File: config.mk
export PLATFORM = sky130hd
export DESIGN_NAME = led_seq_ctl
export DESIGN_NICKNAME = d
export VERILOG_FILES = /design/src/rtl/led_seq_pkg.sv /design/src/rtl/led_dwell_tmr.sv /design/src/rtl/led_seq_ctl.sv
export SDC_FILE = /design/constraint.sdc
export NUM_CORES = 1
export LEC_CHECK = 0
export ABC_AREA = 1
export CORE_MARGIN = 2
export CORE_UTILIZATION = 55
export CTS_BUF_LIST = sky130_fd_sc_hd__clkbuf_8
export CTS_CLUSTER_SIZE = 24
export DETAILED_ROUTE_END_ITERATION = 7
export PLACE_DENSITY = 0.82
export SYNTH_ARGS = -nofsm -noshare
export SYNTH_HDL_FRONTEND = slang
export SYNTH_SLANG_ARGS = --single-unit
export TNS_END_PERCENT = 20
File: constraint.sdc
create_clock -name clk_rx -period 6 [get_ports clk_rx]
set_input_delay 0.6 -clock clk_rx [delete_from_list [all_inputs] [get_ports clk_rx]]
set_output_delay 0.6 -clock clk_rx [all_outputs]
set_load 0.01 [all_outputs]
File: src/rtl/led_seq_pkg.sv
// Shared constants and types for the LED sequencer: command bytes, parser states, dwell reset.
package led_seq_pkg;

  localparam logic [7:0] CmdPat   = 8'h50;  // 'P'
  localparam logic [7:0] CmdDwell = 8'h44;  // 'D'
  localparam logic [7:0] CmdGo    = 8'h47;  // 'G'
  localparam logic [7:0] CmdHalt  = 8'h48;  // 'H'
  localparam logic [7:0] CmdClr   = 8'h43;  // 'C'

  localparam logic [7:0] DwellRst = 8'hFF;

  typedef enum logic [1:0] {
    StCmd,
    StArgPat,
    StArgDwell
  } parser_e;

  function automatic logic [7:0] nibble_swap(input logic [7:0] v);
    return {v[3:0], v[7:4]};
  endfunction

endpackage

File: src/rtl/led_dwell_tmr.sv
// Dwell counter: pulses expire_o once every (dwell_reg_i+1) << DWELL_SHIFT enabled cycles.
module led_dwell_tmr #(
  parameter int unsigned DWELL_SHIFT = 16
) (
  input  logic       clk_rx,
  input  logic       rst_clk_rx_n,
  input  logic       enable_i,
  input  logic       restart_i,
  input  logic [7:0] dwell_reg_i,
  output logic       expire_o
);

  localparam int unsigned TmrW = 8 + DWELL_SHIFT;

  logic [TmrW-1:0] tmr_q, tmr_d;
  logic [TmrW-1:0] limit;

  // Terminal count is period-1, i.e. {dwell, all-ones low bits}; fits in TmrW bits.
  assign limit = (TmrW'(dwell_reg_i) << DWELL_SHIFT) |
                 TmrW'((64'd1 << DWELL_SHIFT) - 64'd1);

  // Restart does not mask expiry: the caller decides which command overrides an advance.
  assign expire_o = enable_i && (tmr_q == limit);

  // Next count: held at zero while idle, cleared on restart or wrap.
  always_comb begin
    tmr_d = tmr_q + TmrW'(1);
    if (!enable_i || restart_i || expire_o) begin
      tmr_d = '0;
    end
  end

  // Counter register.
  always_ff @(posedge clk_rx or negedge rst_clk_rx_n) begin
    if (!rst_clk_rx_n) begin
      tmr_q <= '0;
    end else begin
      tmr_q <= tmr_d;
    end
  end

endmodule

File: src/rtl/led_seq_ctl.sv
// LED pattern sequencer driven by a UART byte stream: loads patterns, sets dwell, runs/halts.
module led_seq_ctl
  import led_seq_pkg::*;
#(
  parameter int unsigned DEPTH       = 4,
  parameter int unsigned DWELL_SHIFT = 16
) (
  input  logic       clk_rx,
  input  logic       rst_clk_rx_n,
  input  logic       btn_clk_rx,
  input  logic [7:0] rx_data,
  input  logic       rx_data_rdy,
  output logic [7:0] led_o,
  output logic       run_o,
  output logic       err_o
);

  localparam int unsigned IdxW = (DEPTH > 1) ? $clog2(DEPTH) : 1;
  localparam int unsigned CntW = $clog2(DEPTH) + 1;
  localparam logic [CntW-1:0] DepthC = CntW'(DEPTH);

  logic            rdy_q;
  parser_e         parser_q, parser_d;
  logic [CntW-1:0] count_q, count_d;
  logic [IdxW-1:0] idx_q, idx_d;
  logic [7:0]      dwell_q, dwell_d;
  logic [7:0]      pat_q [DEPTH];
  logic [7:0]      pat_d [DEPTH];
  logic            run_q, run_d;
  logic            err_d;
  logic [7:0]      led_d;

  logic            accept;
  logic            restart;
  logic            expire;
  logic            wrap;
  logic [7:0]      display;

  assign accept = rx_data_rdy && !rdy_q;
  assign wrap   = ({1'b0, idx_q} + CntW'(1)) == count_q;

  led_dwell_tmr #(
    .DWELL_SHIFT (DWELL_SHIFT)
  ) u_dwell_tmr (
    .clk_rx       (clk_rx),
    .rst_clk_rx_n (rst_clk_rx_n),
    .enable_i     (run_q),
    .restart_i    (restart),
    .dwell_reg_i  (dwell_q),
    .expire_o     (expire)
  );

  // Parser and sequencing next state; LED value is taken from next state so a byte's
  // effect shows on led_o in the same cycle as on run_o/err_o.
  always_comb begin
    parser_d = parser_q;
    count_d  = count_q;
    idx_d    = idx_q;
    dwell_d  = dwell_q;
    pat_d    = pat_q;
    run_d    = run_q;
    err_d    = 1'b0;
    restart  = 1'b0;

    if (run_q && expire) begin
      idx_d = wrap ? '0 : idx_q + IdxW'(1);
    end

    if (accept) begin
      unique case (parser_q)
        StCmd: begin
          case (rx_data)
            CmdPat:   parser_d = StArgPat;
            CmdDwell: parser_d = StArgDwell;
            CmdGo: begin
              if (count_q == '0) begin
                err_d = 1'b1;
              end else begin
                run_d   = 1'b1;
                idx_d   = '0;
                restart = 1'b1;
              end
            end
            CmdHalt: begin
              run_d = 1'b0;
              idx_d = idx_q;
            end
            CmdClr: begin
              count_d = '0;
              idx_d   = '0;
              run_d   = 1'b0;
            end
            default:  err_d = 1'b1;
          endcase
        end
        StArgPat: begin
          if (count_q != DepthC) begin
            pat_d[count_q[IdxW-1:0]] = rx_data;
            count_d                  = count_q + CntW'(1);
          end else begin
            err_d = 1'b1;
          end
          parser_d = StCmd;
        end
        StArgDwell: begin
          dwell_d  = rx_data;
          restart  = 1'b1;
          parser_d = StCmd;
        end
        default: parser_d = StCmd;
      endcase
    end

    display = (count_d != '0) ? pat_d[idx_d] : 8'h00;
    led_d   = btn_clk_rx ? nibble_swap(display) : display;
  end

  // All controller state, including the registered outputs.
  always_ff @(posedge clk_rx or negedge rst_clk_rx_n) begin
    if (!rst_clk_rx_n) begin
      rdy_q    <= 1'b0;
      parser_q <= StCmd;
      count_q  <= '0;
      idx_q    <= '0;
      dwell_q  <= DwellRst;
      for (int i = 0; i < DEPTH; i++) begin
        pat_q[i] <= 8'h00;
      end
      run_q    <= 1'b0;
      err_o    <= 1'b0;
      led_o    <= 8'h00;
    end else begin
      rdy_q    <= rx_data_rdy;
      parser_q <= parser_d;
      count_q  <= count_d;
      idx_q    <= idx_d;
      dwell_q  <= dwell_d;
      pat_q    <= pat_d;
      run_q    <= run_d;
      err_o    <= err_d;
      led_o    <= led_d;
    end
  end

  assign run_o = run_q;

endmodule

# Word-level counts from Yosys, hierarchy flattened
# Index checks and enable logic that the tools add are counted.
# W data, S select, Z words.
totals:
  inputBits: 12
  ff_bits: 82
  output_inout_bits: 10
  word_cells: 86
classes:
  muxes: 35
  n_eq_ne: 12
  magnitude_cmp: 3
  reduce_logical: 17
  n_bitwise: 2
  n_addsub: 4
ops:
  columns: ["operator", "n"]
  rows:
  - ["$mux W32", 3]
  - ["$eq A8 B7 Y1 const B", 5]
  - ["$mux W8", 5]
  - ["$bwmux W32", 1]
  - ["$add A24 B1 Y24 const B", 1]
  - ["$eq A24 B24 Y1", 1]
  - ["$mux W24", 1]
  - ["$bmux W8 S2", 1]
  - ["$demux W8 S2", 1]
  - ["$mux W2", 6]
  - ["$mux W3", 3]
  - ["$pmux W1 S2", 4]
  - ["$mux W1", 7]
  - ["$ge A3 B3 Y1 const B", 2]
  - ["$not A2 Y3", 2]
  - ["$pmux W2 S3", 1]
  - ["$pmux W3 S2", 1]
  - ["$logic_and A1 B1 Y1", 4]
  - ["$pmux W2 S2", 1]
  - ["$reduce_and A2 Y1", 2]
  - ["$reduce_and A4 Y1", 1]
  - ["$reduce_or A4 Y1", 1]
  - ["$add A2 B1 Y3 const B", 1]
  - ["$add A3 B1 Y3 const B", 1]
  - ["15 further kinds", 17]

# Depth between registers and ports, before layout
logic_depth:
  ltp_word: 14
  depth_mapped: 16
  depth_no_buf: 15

# By module
# Synthesis repeated with hierarchy kept, for this count alone.
unflattened:
  hier_cells: 631
  area_unflattened_um2: 4729.5
modules_own_cells:
  columns: ["module", "n_inst", "area_each_um2", "seq_area_each_um2", "cells_per_inst"]
  rows:
  - ["led_seq_ctl", 1, 3185.6, 1461.4, 405]
  - ["led_dwell_tmr", 1, 1544.0, 600.6, 226]

# Least setup slack after synthesis
# OpenSTA, ideal clock, no wires.
synth_timing:
  kind: "input to register"
  start: "input port rx_data_rdy"
  end: "register led_o[2]"
  slack_ps: 4006
  setup_ps: 117
  n_path_buf: 1
  required_time_ps: 5883
  arrival_time_ps: 1877
  cell_stages: 12
  cell_sequence: "inv_1 nor2_4 inv_2 nor2_4 nand2_1 buf_2 o21ai_0 nand3_1 nand3_2 nand2_2 nand3_1 nand2_1"
synth_via:
  elab_chain_len: 8
  word_cells_on_any_way: 11
  classes_between: "8 x mux; 1 x bitwise; 2 x reduce/logical"
synth_rtl:
  columns: ["element", "line_no", "text"]
  rows:
  - ["from (decl)", "led_seq_ctl.sv:12", "input logic rx_data_rdy,"]
  - ["$logic_and A1 B1 Y1 (*)", "led_seq_ctl.sv:39", "assign accept = rx_data_rdy && !rdy_q;"]
  - ["$mux W2", "led_seq_ctl.sv:69", "if (accept) begin"]
  - ["$not A2 Y3 (not written as such)", "led_seq_ctl.sv:114", "display = (count_d != '0) ? pat_d[idx_d] : 8'h00;"]
  - ["$bmux W8 S2", "led_seq_ctl.sv:114", null]
  - ["$mux W8 (not written as such) (2 in a row)", "led_seq_ctl.sv:114", null]
  - ["$mux W8 (*)", "led_seq_ctl.sv:114", null]
  - ["$mux W8 (*)", "led_seq_ctl.sv:115", "led_d = btn_clk_rx ? nibble_swap(display) : display;"]
  - ["net led_d[2]", "led_seq_ctl.sv:31", "logic [7:0] led_d;"]
  - ["to (signal assigned)", "led_seq_ctl.sv:141", "led_o <= led_d;"]
  - ["to (decl)", "led_seq_ctl.sv:13", "output logic [7:0] led_o,"]
# Mark *: on every way through the listed nets, which the timed path passes. The rest lies on a longest branch. The select of a mux whose other input is x is not followed.
# A chain may end at the register's enable or synchronous reset.

# Final worst setup path
layout_timing:
  start: "input port rx_data[6]"
  end: "register u_dwell_tmr.tmr_q[18]"
layout_via:
  elab_chain_len: 7
layout_rtl:
  columns: ["element", "line_no", "text"]
  rows:
  - ["from (decl)", "led_seq_ctl.sv:11", "input logic [7:0] rx_data,"]
  - ["$eq A8 B7 Y1", "led_seq_ctl.sv:72", "case (rx_data)"]
  - ["$mux W1", "led_seq_ctl.sv:72", null]
  - ["$pmux W1 S2", "led_seq_ctl.sv:70", "unique case (parser_q)"]
  - ["$mux W1", "led_seq_ctl.sv:69", null]
  - ["$logic_or A1 B1 Y1 (2 in a row)", "led_dwell_tmr.sv:28", "if (!enable_i || restart_i || expire_o) begin"]
  - ["$mux W24", "led_dwell_tmr.sv:28", null]
  - ["net u_dwell_tmr.tmr_d[18]", "led_dwell_tmr.sv:15", "logic [TmrW-1:0] tmr_q, tmr_d;"]
  - ["to (signal assigned)", "led_dwell_tmr.sv:38", "tmr_q <= tmr_d;"]
  - ["to (decl)", "led_dwell_tmr.sv:15", null]
# The timed path passes the listed nets, and every way through them passes these cells.

==> impl_summary.md <==
Status
The flow ran to the end, and the final reports show no timing, DRC or antenna violations.

Finish
The layout cell share with drive strength beyond 1 is 0.154. Leaving out fill and tap cells, the most frequent cells in the layout are nand2_1, inv_1, dfrtp_1, nand3_1, nor2_1. The growth of design area from synthesis to finish is 10.6%. The area occupied by multi-input gates is a little over 0.002 mm^2. The finished cells cover between 0.005 and 0.006 mm^2. The footprint of the flip-flops and latches is slightly above 0.002 mm^2.

The number of antenna diodes in the final layout is 0. At the end of the flow, the number of nets in the layout was 625. The library cell used most frequently in the layout, excluding fill and tap cells, is nand2_1. The total of fill cells in the finished design is between 700 and 800. For this run, the share of the core covered by cells in the final layout is 0.624.

Power and ir drop
In this run the power density over the cells is about 400 mW/mm^2. Of the total power, the clock network draws 0.231. Of the total power, registers draw 0.411.

The portion of total power attributed to combinational logic is 0.359. The cell-internal power is roughly 1300 uW. In this run the static leakage power is 0.00254 uW. Of the total power, the share spent switching nets is 0.372. The worst-case IR drop observed on VDD is ~0.19 mV. The analysis attributes to net switching a power of 747 uW.

Setup path
The internal reg-to-reg setup slack is 3.65 ns. The critical setup path kind is primary input to flip-flop. The maximum fanout encountered on the critical timing path is 19.

STA puts the critical path data arrival time at roughly 2.9 ns. In this run the critical register-to-register path is captured at u_dwell_tmr.tmr_q[18]$_DFF_PN0_. The worst setup path is captured at a flip-flop. The depth of the worst register-to-register path is 10.

The sort of element at the start of the critical path is a primary input. The worst register-to-register path begins at u_dwell_tmr.tmr_q[0]$_DFF_PN0_. The endpoint required time on the critical path is roughly 6.2 ns.

Placed design
The half-perimeter wire length after detailed placement is between 6000 and 7000 um. The placed instances occupy a cell area of around 0.0049 mm^2. The last weighted congestion value of the routability-driven placer is 0.863. The pre-CTS setup slack is about 3.0 ns. Port buffering added 21 buffers.

Floorplan
In this run the horizontal extent of the chip is between 90 and 100 um. For this design the top-level I/O count stands at 22. In this run the core area contains 33 standard-cell rows.

The effective utilization at floorplan is 0.564. The height of the chip is 95.6 um. The floorplan step defined a die boundary enclosing 0.00913 mm^2.

The total core area is between 0.008 and 0.009 mm^2.

Yosys
The share of flip-flops with an asynchronous set or reset after synthesis is 1.00. The synthesized area per cell is slightly below 8 um^2. The number of different library cells used by synthesis comes to 39. The synthesized design spends more area on one cell type than any other, namely dfrtp_1. In the post-synthesis netlist, the biggest area contributors are dfrtp_1, nand2_1, inv_1. After technology mapping, the gate count stands at 586. The synthesized design contains 0 enable-type register cells. The Yosys step of the flow raised 0 warnings. The number of nets handed over by synthesis was approximately 600. In this run, synthesis produced a sequential element count of 82.

The post-synthesis instance area is roughly 0.0046 mm^2. The post-synthesis sequential area ratio is 0.447. The most used flip-flop cell after synthesis is dfrtp_1. The share of synthesized area in the top cell type comes to 0.402.

Flow run
Across the run, the number of max-cap violations was 0.

STA
The final critical path time including I/O delays and setup is about 2.6 ns. The worst hold slack across all endpoints is between 0.4 and 0.5 ns. Setup repair after global routing left no endpoint under its margin. For the pin with the worst max-slew slack, the measured transition is ~1.0 ns. The clock arrives with between 0.015 and 0.02 ns of skew. The final number of hold-violating endpoints is 0. The headroom to the max-slew limit is 0.303. The number of max-slew violations in the final report was 0. The highest clock rate is approximately 0.38 GHz. In the finished design, the share of the clock period the worst path needs comes to 0.438. Setup violations remaining at the end of the flow were counted as 0. Adding up every negative setup slack in the final design gives 0 ns. The slack of the critical path is approximately 3.4 ns.

Global routing
The global routing met1 resource utilization is 0.299. For this run, global-route usage on met2 was measured as 0.395. Entering global routing, the biggest net connects 83 pins. Summed over all layers, the global routing overflow is 0.

The first global-routing pass estimated roughly 16000 um of wire. In the global route stage, overall resource usage came out at 0.233. For met3 alone, demand over resource in global routing was 0.0332. The via count of the first global-routing pass was between 3000 and 4000. The layer flagged by global routing as most heavily used is met2. The number of antenna violations at the first check in global routing is 0.

Clock network
After clock tree synthesis, the clock-pin slew on the worst setup and hold paths is roughly 0.080 ns. The number of clock buffers added by TritonCTS is 9. Clock tree synthesis found a total of between 80 and 90 sinks. The level count of the clock H-tree is 3. The root buffer cell chosen for the clock tree is clkbuf_8. TritonCTS built the clock tree. The post-CTS setup-driven buffer insertion count is 0. The post-cts gate resize count is 0. No sink is reached through more buffers than the 2 on the longest clock path. At the later pin of the worst-skew pair, clock insertion delay measures ~0.37 ns.

The number of hold buffers added after CTS was 0.

Detailed routing
The first detailed-routing pass ran for 5 iterations. Once detail routing completed, the nets flagged for antenna violations numbered 0. The detailed-route DRC error count is 0. For this block, the initial DRC count from the detailed router was 287. The ratio of routed vias to standard cells is approximately 5.2. The final layout contains routed wiring with a total length of approximately 9700 um. In the final routed layout, each cell accounts on average for roughly 14 um. The detailed router placed between 3000 and 4000 vias in this run.

Hold path
The worst min-delay path class is primary input to asynchronous set/reset pin.
metrics by stage:
step	power, uW	cells
CTS	2020	717
global placement	1520	701
detailed placement	1550	701
finish	2010	717
floorplan	1350	586
global route	2170	717
critical path, cell delays in order:
cell and delay (ns):
clkdlybuf4s50_1 0.63, nand3_2 0.17, nor2_4 0.14, nand3_1 0.10
o21ai_0 0.15, a31oi_1 0.10, nand2_1 0.50, inv_1 0.28
o21ai_0 0.14, a21oi_1 0.05
kinds of logic (layout without fill, tap and decap cells):
logic type      count (synthesis)  in the layout  synth area share
mux                             1              1           0.00244
simple gates                  293            293             0.326
compound gates                 62             62            0.0714
flops                          82             82             0.447
fa+ha+maj                       6              6            0.0163
buf+inv                       130            156             0.113
xor+xnor                       12             12            0.0228
final cells by class:
type                       count  share of cell area
tap                          105              0.0258
clock inverter                 7              0.0204
timing repair buffer          21              0.0407
sequential                    82               0.404
clock buffer                   9              0.0243
multi-input combinational    374               0.397
inverter                     119              0.0876
cells in the mapped netlist, types with 8 or more instances:
| cell type | instances |
|---|---|
| a21oi_1 | 10 |
| dfrtp_1 | 74 |
| dfstp_2 | 8 |
| inv_1 | 108 |
| inv_2 | 11 |
| nand2_1 | 126 |
| nand2_2 | 18 |
| nand3_1 | 50 |
| nand3_2 | 17 |
| nor2_1 | 42 |
| nor3_1 | 11 |
| o21ai_0 | 35 |
| o21ai_1 | 10 |
| xor2_1 | 8 |
state kept, by name (all words and copies together), names as in the netlist:
signal	count
pat_q	32
u_dwell_tmr.tmr_q	24
run_o	1
dwell_q	8
parser_q	2
count_q	3
idx_q	2
rdy_q	1
led_o	8
err_o	1
worst max-delay path by stage:
stage / slack (ns) / depth (start not counted) / endpoint / from
2_1_floorplan: 4.01 / 12 / led_o[2]$_DFF_PN0_ / rx_data_rdy
3_3_place_gp: 2.97 / 10 / u_dwell_tmr.tmr_q[18]$_DFF_PN0_ / rx_data[6]
3_5_place_dp: 3.00 / 10 / u_dwell_tmr.tmr_q[14]$_DFF_PN0_ / rx_data[6]
4_1_cts: 3.39 / 10 / u_dwell_tmr.tmr_q[14]$_DFF_PN0_ / rx_data[6]
5_1_grt: 3.17 / 11 / u_dwell_tmr.tmr_q[18]$_DFF_PN0_ / rx_data[5]
6_report: 3.37 / 10 / u_dwell_tmr.tmr_q[18]$_DFF_PN0_ / rx_data[6]
power by group through the flow:
stage               combinational (uW)  clock [uW]  sequential (uW)
CTS                                721         470              825
detailed placement                 713           0              836
floorplan                          520           0              827
global placement                   692           0              825
global route                       827         495              846
finish                             721         463              825
routing by layer:
metal | wire length [um] | share of wire
met1 | 4530 | 0.46
met2 | 4680 | 0.48
met3 | 295 | 0.030
met4 | 242 | 0.025
met5 | 0 | 0
No activity file was read; power rests on OpenSTA's default activity.
==> edit 1 (same settings) <==
The output `err_o` loses its register stage (`err_o` becomes a continuous assignment). Comments in the files are not updated.
--- a/src/rtl/led_seq_ctl.sv
+++ b/src/rtl/led_seq_ctl.sv
@@ -127,7 +127,6 @@
         pat_q[i] <= 8'h00;
       end
       run_q    <= 1'b0;
-      err_o    <= 1'b0;
       led_o    <= 8'h00;
     end else begin
       rdy_q    <= rx_data_rdy;
@@ -137,10 +136,11 @@
       dwell_q  <= dwell_d;
       pat_q    <= pat_d;
       run_q    <= run_d;
-      err_o    <= err_d;
       led_o    <= led_d;
     end
   end
+
+  assign err_o = err_d;
 
   assign run_o = run_q;
 
Check against the original RTL: not equivalent (a bounded check fails within 4 cycles, from zero or initial values and one cycle with rst_clk_rx_n low).
==> edit 1 against the original RTL <==
  * Sequential cell count fell by 1
  * Worst hold slack got worse by 0.0038 ns
  * Power fell by 6.8%
  * Worst setup slack got worse by 0.67 ns
  * Cell area fell by 2.8%
  * Routed wire length fell by 3.2%
  * Cell count fell by 2.8%
  * Synthesized area fell by 2.7%
  * Clock power fell by 10%
==> edit 1: results (changes against the original RTL) <==
* Run status: finished clean
* Fraction of layout cells with a size suffix above 1 at 14.3% (-1.1 points)
* Largest net degree at the start of global routing at 82 (-1.2%)
* Initial DRC Count at 201 (-30%)
* Worst setup path endpoint: err_o
* Filler cells at 655 (-8.8%)
* Mux contribution to synthesized area at 0.251% (+0.0067 points)
* Dpl cell area at 0.00475 sq mm (-2.5%)
* LEAKAGE at 0.00244 uW (-3.6%)
* Peak supply drop at 0.278 mV (+49%)
* First-pass GRT wire length at 16,500 microns (+1.2%)
* Max stage delay on crit path at 0.60 ns (-0.03 ns)
* Slack of the worst reg-to-reg path at 3.51 ns (-0.14 ns)
* Clock Skew at 0.00766 ns (-0.0118 ns)
* WL per Instance at 13.5 microns (-0.43%)
* Synth top cells by count: nand2_1 (118), inv_1 (99), dfrtp_1 (73)
* Largest cells by area after synthesis: dfrtp_1 (41%), nand2_1 (9.9%), inv_1 (8.3%)
* Slew headroom at 33.2% (+2.9 points)
* Post-synth cell types at 41 (+5.1%)
* CP Max Fanout at 6 (-13)
* Synth Area in XOR/XNOR at 2.15% (-0.13 points)
* Vias per Instance at 5.26 (+0.89%)
* WHS at 0.400 ns (-0.00378 ns)
* F_max at 303 MHz (-20%)
* Post-Syn Instances at 569 (-2.9%)
* Post-Syn Nets at 587 (-2.8%)
* RR Startpoint: count_q[0]
* Adder-cell share of the synthesized area at 1.67% (+0.045 points)
* DP HPWL at 6650 microns (-4.1%)
* Pwr/cell area at 378 mW/mm^2 (-4.2%)
* Gr usage total at 23.9% (+0.68 points)
* R2R cell count at 13 (+3)
* Worst EP arrival at 2.70 ns (-0.17 ns)
* Placed cells at 681 (-2.9%)
* Post-Layout Cell Count at 697 (-2.8%)
* NumNets Final at 608 (-2.7%)
* Initial DRT Pass Iterations at 7 (+2)
* Vias in the first global route at 3,662 (+2.3%)
* Clk power at 416 uW (-10%)
* Power Combinational at 668 uW (-7.4%)
[edit 1: cell types whose count changed after synthesis, moves of 4 or more]
cell / unedited run / this run
inv_1: 108 / 99
nor3b_1: 0 / 4
nand2_1: 126 / 118
o21ai_0: 35 / 19
nand3_1: 50 / 57
o21ai_1: 10 / 23
nand2_2: 18 / 14
nor4_1: 5 / 1
nand3_2: 17 / 12
[edit 1: per-layer routing]
| layer | routed length [microns] | vias up | track usage, % |
|---|---|---|---|
| li1 | - | 1819 | - |
| met1 | 4120 | 1737 | 30.2 |
| met2 | 4660 | 94 | 40.2 |
| met3 | 442 | 15 | 5.62 |
| met4 | 216 | 0 | 8.94 |
| met5 | 0 | - | 0 |
[edit 1: final cells by class]
cell class,instances,area [sq um],share of cell area (%)
clock inverter,5,55.1,1.11
tap,102,128,2.57
sequential,81,2040,41.1
inverter,111,417,8.40
multi-input combinational,365,1960,39.4
timing repair buffer,22,215,4.34
clock buffer,11,151,3.05
==> edit 2 (same flow settings) <==
Made on the original files. `DWELL_SHIFT` is set to 16 in 2 places; all go to 17.
--- a/src/rtl/led_dwell_tmr.sv
+++ b/src/rtl/led_dwell_tmr.sv
@@ -1,6 +1,6 @@
 // Dwell counter: pulses expire_o once every (dwell_reg_i+1) << DWELL_SHIFT enabled cycles.
 module led_dwell_tmr #(
-  parameter int unsigned DWELL_SHIFT = 16
+  parameter int unsigned DWELL_SHIFT = 17
 ) (
   input  logic       clk_rx,
   input  logic       rst_clk_rx_n,
--- a/src/rtl/led_seq_ctl.sv
+++ b/src/rtl/led_seq_ctl.sv
@@ -3,7 +3,7 @@
   import led_seq_pkg::*;
 #(
   parameter int unsigned DEPTH       = 4,
-  parameter int unsigned DWELL_SHIFT = 16
+  parameter int unsigned DWELL_SHIFT = 17
 ) (
   input  logic       clk_rx,
   input  logic       rst_clk_rx_n,
Formal check against the unedited RTL: same outputs for any inputs over 10 cycles, from zero or initial values and one cycle with rst_clk_rx_n low; that may be too few to reach the edited logic, so the function may still have changed.
==> edit 2 against the original RTL <==
  * Sequential cell count grew 1
  * Cell count grew 2.2%
  * Routed wire length grew 2.9%
  * Power shrank 4.9%
  * Clock power shrank 2%
  * Cell area grew 1.1%
  * Worst setup slack lost 0.051 ns
  * Synthesized area grew 1.0%
  * Critical endpoint is now led_o[3]
  * Largest power group unchanged
==> edit 2: results (changes against the original RTL) <==
* Run status: finished clean
* Register area share after synthesis at 44.8% (+0.081 points)
* Power Combinational at 654 uW (-9.3%)
* Met1 usage at 30.2% (+0.28 points)
* First-pass GRT wire length at 16,900 microns (+3.7%)
* Root buffer cell: clkbuf_8
* Peak supply drop at 0.244 mV (+31%)
* Met2 wire len at 4950 microns (+5.9%)
* Dpl ws at 2.97 ns (-0.0282 ns)
* Post-Syn Instances at 603 (+2.9%)
* Critical Path Source: rx_data[6]
* Worst EP arrival at 2.93 ns (+0.06 ns)
* Met3 usage at 5.56% (+2.2 points)
* Clock Skew at 0.0100 ns (-0.00943 ns)
* Tightest Hold Check Type: in2async
* Filler cells at 713 (-0.70%)
* NumNets Final at 641 (+2.6%)
* Top delay family on crit path: simple AND/OR/NAND/NOR gates
* Via count at 3,854 (+3.1%)
* WL final at 10,000 microns (+2.9%)
* RR Startpoint: count_q[0]
* Vias in the first global route at 3,704 (+3.5%)
* CP Max Fanout at 17 (-2)
* Seq power at 802 uW (-2.8%)
* P_sw at 684 uW (-8.4%)
* Diode count at 0 (unchanged)
* FFs w/ async S/R, synth at 100% (unchanged)
* GRT met2 Usage at 40.1% (+0.59 points)
* M1 wire length at 4400 microns (-2.8%)
* Met3 Wirelength at 490 microns (+66%)
* DR top layer: met4
* Initial DRC Count at 172 (-40%)
* Placer congestion estimate at 0.906 (+4.9%)
* Initial DRT Pass Iterations at 4 (-1)
* Synth top cells by count: nand2_1 (124), inv_1 (115), dfrtp_1 (75)
* Fraction of layout cells with a size suffix above 1 at 13.5% (-1.8 points)
* Gr usage total at 23.8% (+0.56 points)
* Largest net degree at the start of global routing at 84 (+1.2%)
* Post-Syn Nets at 621 (+2.8%)
* Largest cells by area after synthesis: dfrtp_1 (40%), nand2_1 (10%), inv_1 (9.3%)
* Post-Layout Cell Count at 733 (+2.2%)
* DP HPWL at 7190 microns (+3.6%)
* Slew headroom at 31.1% (+0.77 points)
* Post-synth cell types at 36 (-7.7%)
* Clk power at 455 uW (-2%)
* Placed cells at 717 (+2.3%)
* Dpl cell area at 0.00493 sq mm (+1.1%)
* LEAKAGE at 0.00255 uW (+0.37%)
-- edit 2: cell families after synthesis --
kind of cell / share of synthesized area, %
AO/OA/AOI/OAI: 7.55
XOR/XNOR: 2.07
adder cells (fa/ha/maj): 1.61
buffers and inverters: 11.6
flip-flops: 44.8
AND/OR/NAND/NOR: 32.4
-- edit 2: path summary, 6_finish.rpt --
check | end | slack [ns] | cells past startpoint
setup / recovery | led_o[3] | 3.32 | 12
setup reg to reg | led_o[3] | 3.62 | 13
min in group clk_rx | u_dwell_tmr.tmr_q[0] | 0.46 | 1
max in group asynchronous | pat_q[24] | 4.92 | 1
hold reg to reg | u_dwell_tmr.tmr_q[0] | 0.46 | 1
hold / removal | u_dwell_tmr.tmr_q[19] | 0.41 | 1
-- edit 2: final cells by class --
type	instances	area, sq um	share of cell area, %
clock buffers	10	138	2.67
clock inverters	6	88.8	1.72
inverters	123	464	9.00
multi-input cells	384	2030	39.4
flip-flops and latches	83	2090	40.5
well taps	105	131	2.55
repair buffers	22	215	4.17
